**src/rtl/i2c_slave_regfile.sv**
```systemverilog
// i2c_slave_regfile
//   I2C target answering a 7-bit device address / 1-byte register address /
//   1-byte data protocol, backed by a 256x8 register file. Supports
//   auto-incrementing sub-address writes, random reads through a repeated
//   START and sequential reads.
//
// Ports
//   clk        system clock, rising edge
//   reset      synchronous active-high reset
//   scl_in     raw SCL from the pad (asynchronous)
//   sda_in     raw SDA from the pad (asynchronous)
//   sda_oen    0 pulls SDA low, 1 releases it (open drain)
//   wr_strobe  one-cycle pulse per data byte written from the bus
//   wr_addr    register address of the last bus write
//   wr_data    data of the last bus write
//   host_addr  host-side read address
//   host_data  regfile[host_addr], one cycle latency
//   busy       high from START until STOP
module i2c_slave_regfile #(
  parameter logic [6:0] DEV_ADDR = 7'h39,
  parameter logic [7:0] RST_VAL  = 8'h00
) (
  input  logic       clk,
  input  logic       reset,
  input  logic       scl_in,
  input  logic       sda_in,
  output logic       sda_oen,
  output logic       wr_strobe,
  output logic [7:0] wr_addr,
  output logic [7:0] wr_data,
  input  logic [7:0] host_addr,
  output logic [7:0] host_data,
  output logic       busy
);

  localparam logic [2:0] S_IDLE = 3'd0;
  localparam logic [2:0] S_ADDR = 3'd1;
  localparam logic [2:0] S_REG  = 3'd2;
  localparam logic [2:0] S_WR   = 3'd3;
  localparam logic [2:0] S_RD   = 3'd4;
  localparam logic [2:0] S_IGN  = 3'd5;

  logic       scl_p0, scl_p1, scl_p2;
  logic       sda_p0, sda_p1, sda_p2;
  logic [2:0] state;
  logic [2:0] bit_cnt;
  logic [7:0] shift;
  logic [7:0] ptr;
  logic       ack_ph;    // between the 8th rising edge and the end of the 9th clock
  logic       ack_seen;  // 9th rising edge has happened
  logic       ack_go;    // target drives ACK during the 9th clock
  logic [7:0] mem [256];

  logic       scl_rise, scl_fall, start_cond, stop_cond, active, mem_we;
  logic [7:0] rx_byte;

  // Stage p0/p1: two-flop synchronizer; stage p2: history flop for edge detection
  always_ff @(posedge clk) begin
    if (reset) begin
      scl_p0 <= 1'b1; scl_p1 <= 1'b1; scl_p2 <= 1'b1;
      sda_p0 <= 1'b1; sda_p1 <= 1'b1; sda_p2 <= 1'b1;
    end else begin
      scl_p0 <= scl_in; scl_p1 <= scl_p0; scl_p2 <= scl_p1;
      sda_p0 <= sda_in; sda_p1 <= sda_p0; sda_p2 <= sda_p1;
    end
  end

  assign scl_rise   = scl_p1 & ~scl_p2;
  assign scl_fall   = ~scl_p1 & scl_p2;
  assign start_cond = scl_p1 & scl_p2 & ~sda_p1 & sda_p2;
  assign stop_cond  = scl_p1 & scl_p2 & sda_p1 & ~sda_p2;
  assign active     = (state == S_ADDR) || (state == S_REG) ||
                      (state == S_WR)   || (state == S_RD);
  assign rx_byte    = {shift[6:0], sda_p1};
  assign mem_we     = !start_cond && !stop_cond && active && scl_rise &&
                      !ack_ph && (bit_cnt == 3'd7) && (state == S_WR);

  always_ff @(posedge clk) begin
    if (reset) begin
      state     <= S_IDLE;
      bit_cnt   <= 3'd0;
      shift     <= 8'h00;
      ptr       <= 8'h00;
      ack_ph    <= 1'b0;
      ack_seen  <= 1'b0;
      ack_go    <= 1'b0;
      sda_oen   <= 1'b1;
      busy      <= 1'b0;
      wr_strobe <= 1'b0;
      wr_addr   <= 8'h00;
      wr_data   <= 8'h00;
    end else begin
      wr_strobe <= 1'b0;
      if (start_cond) begin
        state    <= S_ADDR;
        bit_cnt  <= 3'd0;
        ack_ph   <= 1'b0;
        ack_seen <= 1'b0;
        ack_go   <= 1'b0;
        sda_oen  <= 1'b1;
        busy     <= 1'b1;
      end else if (stop_cond) begin
        state    <= S_IDLE;
        bit_cnt  <= 3'd0;
        ack_ph   <= 1'b0;
        ack_seen <= 1'b0;
        ack_go   <= 1'b0;
        sda_oen  <= 1'b1;
        busy     <= 1'b0;
      end else if (active && scl_rise) begin
        if (!ack_ph) begin
          // While transmitting, the shift register only moves the next bit to the MSB
          shift   <= (state == S_RD) ? {shift[6:0], 1'b1} : rx_byte;
          bit_cnt <= bit_cnt + 3'd1;
          if (bit_cnt == 3'd7) begin
            ack_ph <= 1'b1;
            case (state)
              S_ADDR: begin
                if (rx_byte[7:1] == DEV_ADDR) begin
                  ack_go <= 1'b1;
                  state  <= rx_byte[0] ? S_RD : S_REG;
                end else begin
                  ack_ph <= 1'b0;
                  state  <= S_IGN;
                end
              end
              S_REG: begin
                ptr    <= rx_byte;
                ack_go <= 1'b1;
                state  <= S_WR;
              end
              S_WR: begin
                wr_strobe <= 1'b1;
                wr_addr   <= ptr;
                wr_data   <= rx_byte;
                ptr       <= ptr + 8'd1;
                ack_go    <= 1'b1;
              end
              default: begin
                ptr    <= ptr + 8'd1;
                ack_go <= 1'b0;
              end
            endcase
          end
        end else begin
          ack_seen <= 1'b1;
          // Master NACK after a read byte ends the read
          if ((state == S_RD) && !ack_go && sda_p1) begin
            state    <= S_IGN;
            ack_ph   <= 1'b0;
            ack_seen <= 1'b0;
          end
        end
      end else if (active && scl_fall) begin
        if (ack_ph && !ack_seen) begin
          sda_oen <= ~ack_go;
        end else if (ack_ph) begin
          ack_ph   <= 1'b0;
          ack_seen <= 1'b0;
          ack_go   <= 1'b0;
          if (state == S_RD) begin
            shift   <= mem[ptr];
            sda_oen <= mem[ptr][7];
          end else begin
            sda_oen <= 1'b1;
          end
        end else if (state == S_RD) begin
          sda_oen <= shift[7];
        end
      end
    end
  end

  // host_data reads the array before this edge's write lands
  always_ff @(posedge clk) begin
    if (reset) begin
      for (int i = 0; i < 256; i++) mem[i] <= RST_VAL;
      host_data <= RST_VAL;
    end else begin
      if (mem_we) mem[ptr] <= rx_byte;
      host_data <= mem[host_addr];
    end
  end

endmodule

```
**config.mk**
```make
export PLATFORM = sky130hd
export DESIGN_NAME = i2c_slave_regfile
export DESIGN_NICKNAME = d
export VERILOG_FILES = /design/src/rtl/i2c_slave_regfile.sv
export SDC_FILE = /design/constraint.sdc
export NUM_CORES = 2
export LEC_CHECK = 0
export ABC_AREA = 1
export CORE_ASPECT_RATIO = 1.2
export CORE_MARGIN = 2
export CORE_UTILIZATION = 30
export CTS_CLUSTER_DIAMETER = 50
export DETAILED_ROUTE_END_ITERATION = 16
export PLACE_DENSITY = 0.48
export SKIP_LAST_GASP = 1
export SLEW_MARGIN = 20
export SYNTH_ARGS = -nofsm -noshare
export SYNTH_HDL_FRONTEND = slang
export SYNTH_SLANG_ARGS = --single-unit
export TNS_END_PERCENT = 5
```
**constraint.sdc**
```tcl
create_clock -name clk -period 3.9 [get_ports clk]
set_input_delay 0.78 -clock clk [delete_from_list [all_inputs] [get_ports clk]]
set_output_delay 0.78 -clock clk [all_outputs]
set_load 0.05 [all_outputs]
```
==> key figures <==
Drt
  • DRC violations left: 0
  • Final antenna-violating net count: 0
  • Vias: 103k
  • Drt wl/cell: 26.5 um
  • Vias/cell: 5.54
  • DR iter-0 viols: 13.1k
  • Routed wire length: 494 mm
  • Pre-antenna DRT Iters: 8

Setup path
  • CP peak stage delay: 350 ps
  • WS Path Type: register to register
  • Worst-path fanout max: 11
  • Critical Path Stages: 15
  • CP cell instances: ha_1 -> ha_1 -> inv_1 -> nor2_1 -> inv_2 -> nor3_4 -> inv_2 -> nor2_4 -> inv_2 -> nor2_2 -> inv_2 -> nor2_1 -> buf_4 -> nand2_1 -> nand2_1
  • CP top delay family: simple AND/OR/NAND/NOR gates
  • FF-to-FF path depth: 15
  • CP startpoint kind: register
  • CP Capture Type: register
  • Critical path arrival: 4210 ps
  • Data required time of the critical path: 4440 ps
  • Slowest CP cell: dfxtp_1
  • Critical Path Most Common Cell: inv_2
  • Buffers and inverters on the worst path: 6

Clock tree
  • Post-CTS Setup Inserts: 0
  • Htree depth: 5
  • Clock Sinks: 2,114
  • Root Buffer: clkbuf_16
  • CTS Hold Bufs: 0
  • Clock buffer depth: 4
  • CTS tree: built
  • CTS Buf Count: 277
  • CTS clock-pin slew for the worst setup and hold paths: 60 ps
  • Clk_lat worst skew: 900 ps
  • Post-CTS sizing: 0

Pwr
  • Max VDD drop: 0.358 mV
  • Pleak: 44.8 nW
  • Pwr dens: 439 nW/um^2

GRT
  • First-pass GRT wire length: 706 mm
  • Vias in the first global route: 97.8k
  • Initial antenna violation count: 19
  • Total GRT Usage: 0.250
  • Largest net degree at the start of global routing: 161
  • Grt total ovfl: 0

Placed design
  • PortBufs: 38
  • Post-Place Setup Slack: 181 ps
  • Final Wtd Congestion: 0.943
  • Post-DP HPWL: 318 mm

Run status
  • Outcome: finished clean

Min path
  • Hold path depth: 1
  • Worst hold path class: register to register

STA
  • RSZ-0062 raised after global routing: no
  • Slew Viols, Final: 0
  • Setup ws final: 229 ps
  • Tcrit/Tclk final: 0.941
  • Hold Violations, Final: 0
  • WHS: 424 ps
  • Setup violators final: 0
  • Fmax: 0.272 GHz
  • Slew margin rel.: 0.313
  • Worst Skew: 51.9 ps
  • Worst slew pin tran: 1030 ps
  • Fin crit period: 3670 ps

Yosys
  • Post-synthesis register bit count: 2,114
  • Post-synthesis sequential area ratio: 0.554
  • Syn Std Cell Area: 113,000 um^2
  • Post-synth EDFFs: 2,048
  • Yosys warns: 0
  • Post-synthesis cell count: 13.9k
  • Async S/R FF share, synth: 0
  • Main flop type after synthesis: edfxtp_1
  • Syn_area_per_cell: 8.16 um^2
  • Post-synthesis cell type count: 36
  • Post-Syn Nets: 13.9k

Die
  • Chip height: 677 um
  • Die area: 383,000 um^2
  • Core Area: 377,000 um^2
  • Die X: 565 um
  • FP Rows: 247
  • Io pins: 39
  • Initial Util: 0.301

Layout
  • Filler cell count: 38.7k
  • Area growth, synth to finish: 14.6%
  • Most common cell after layout, fill and taps aside: nand2_1
  • Layout cells sized above 1: 0.0747
  • Commonest non-fill, non-tap cells in the layout: nand2_1 (3,110), nor2_1 (3,100), nand3_1 (2,488)
  • Final #Nets: 13.5k
  • Core Util, Final: 0.345

Run
  • Max cap viols: 0
## power breakdown
part	total (W)	internal, W	switching [W]
registers	0.0268	0.0260	0.000842
logic	0.00420	0.00122	0.00298
clock network	0.0259	0.0151	0.0108
total	0.0570	0.0424	0.0146
## Yosys cell counts, drive strengths merged, types with 2 or more instances
cell type,instances,area share
nand2,3179,0.11
ha,8,0.00088
clkinv,7,0.00023
a31oi,17,0.00094
nand4,2,0.00011
buf,172,0.0062
nand3,2489,0.11
and3,2,0.00011
dfxtp,66,0.012
o41ai,2,0.00015
clkbuf,1026,0.034
nor2,3128,0.10
a21oi,57,0.0025
inv,66,0.0022
or2,4,0.00022
edfxtp,2048,0.54
o21ai,1066,0.047
o22ai,505,0.028
a211oi,2,0.00013
nor3,26,0.0014
a221oi,3,0.00023
## worst reg2reg max path, delay by kind of cell, from the launching register on
family | cells | cell delay [ps]
adders and majority gates | 2 | 300
and+or+nand+nor | 7 | 1640
buffers and inverters | 6 | 1030
DFF | 1 | 350
## final timing paths
| kind | startpoint | to | slack (ps) |
|---|---|---|---|
| min | sda_p0 | sda_p1 | 420 |
| min reg2reg | sda_p0 | sda_p1 | 420 |
| max reg2reg | bit_cnt[0] | mem[248][1] | 230 |
| max | bit_cnt[0] | mem[248][1] | 230 |
## state kept, by name, summed over array words and instances, names as in the netlist, 3 cells and up, named ones only
signal / cells
bit_cnt: 3
state: 3
mem: 2048
wr_addr: 8
host_data: 8
wr_data: 8
shift: 8
ptr: 8
## cell type report
type / instances / area [um^2] / share of cell area
well taps: 4980 / 6230 / 0.0480
multi-input cells: 10500 / 45800 / 0.353
flip-flops and latches: 2114 / 62800 / 0.484
repair buffers: 473 / 5390 / 0.0415
clock buffers: 324 / 7350 / 0.0566
inverters: 73 / 399 / 0.00307
diodes: 7 / 17.5 / 0.000135
clock inverters: 169 / 1770 / 0.0136
## through the flow
step	cells	cell area, um^2	TNS, ps	power [W]
final	18600	130000	0	0.0570
after CTS	18600	130000	0	0.0571
after global routing	18600	130000	0	0.0585
after floorplan	13900	113000	0	0.0294
after detailed placement	18100	121000	0	0.0314
after global placement	18100	121000	-3880	0.0314
## cells by family after synthesis
family | count (synthesis) | synth area share
simple gates | 8831 | 0.323
flops | 2114 | 0.554
compound gates | 1655 | 0.0791
buf+inv | 1271 | 0.0426
fa+ha+maj | 8 | 0.000883
xor+xnor | 2 | 0.000155
## per-layer routing
metal / track usage / share of wire / wire length, um
met5: 0 / 0.000067 / 33
met2: 0.399 / 0.46 / 227000
met3: 0.0348 / 0.078 / 38500
met4: 0.152 / 0.068 / 33600
met1: 0.322 / 0.39 / 195000
Power figures use the tool's default switching activity.
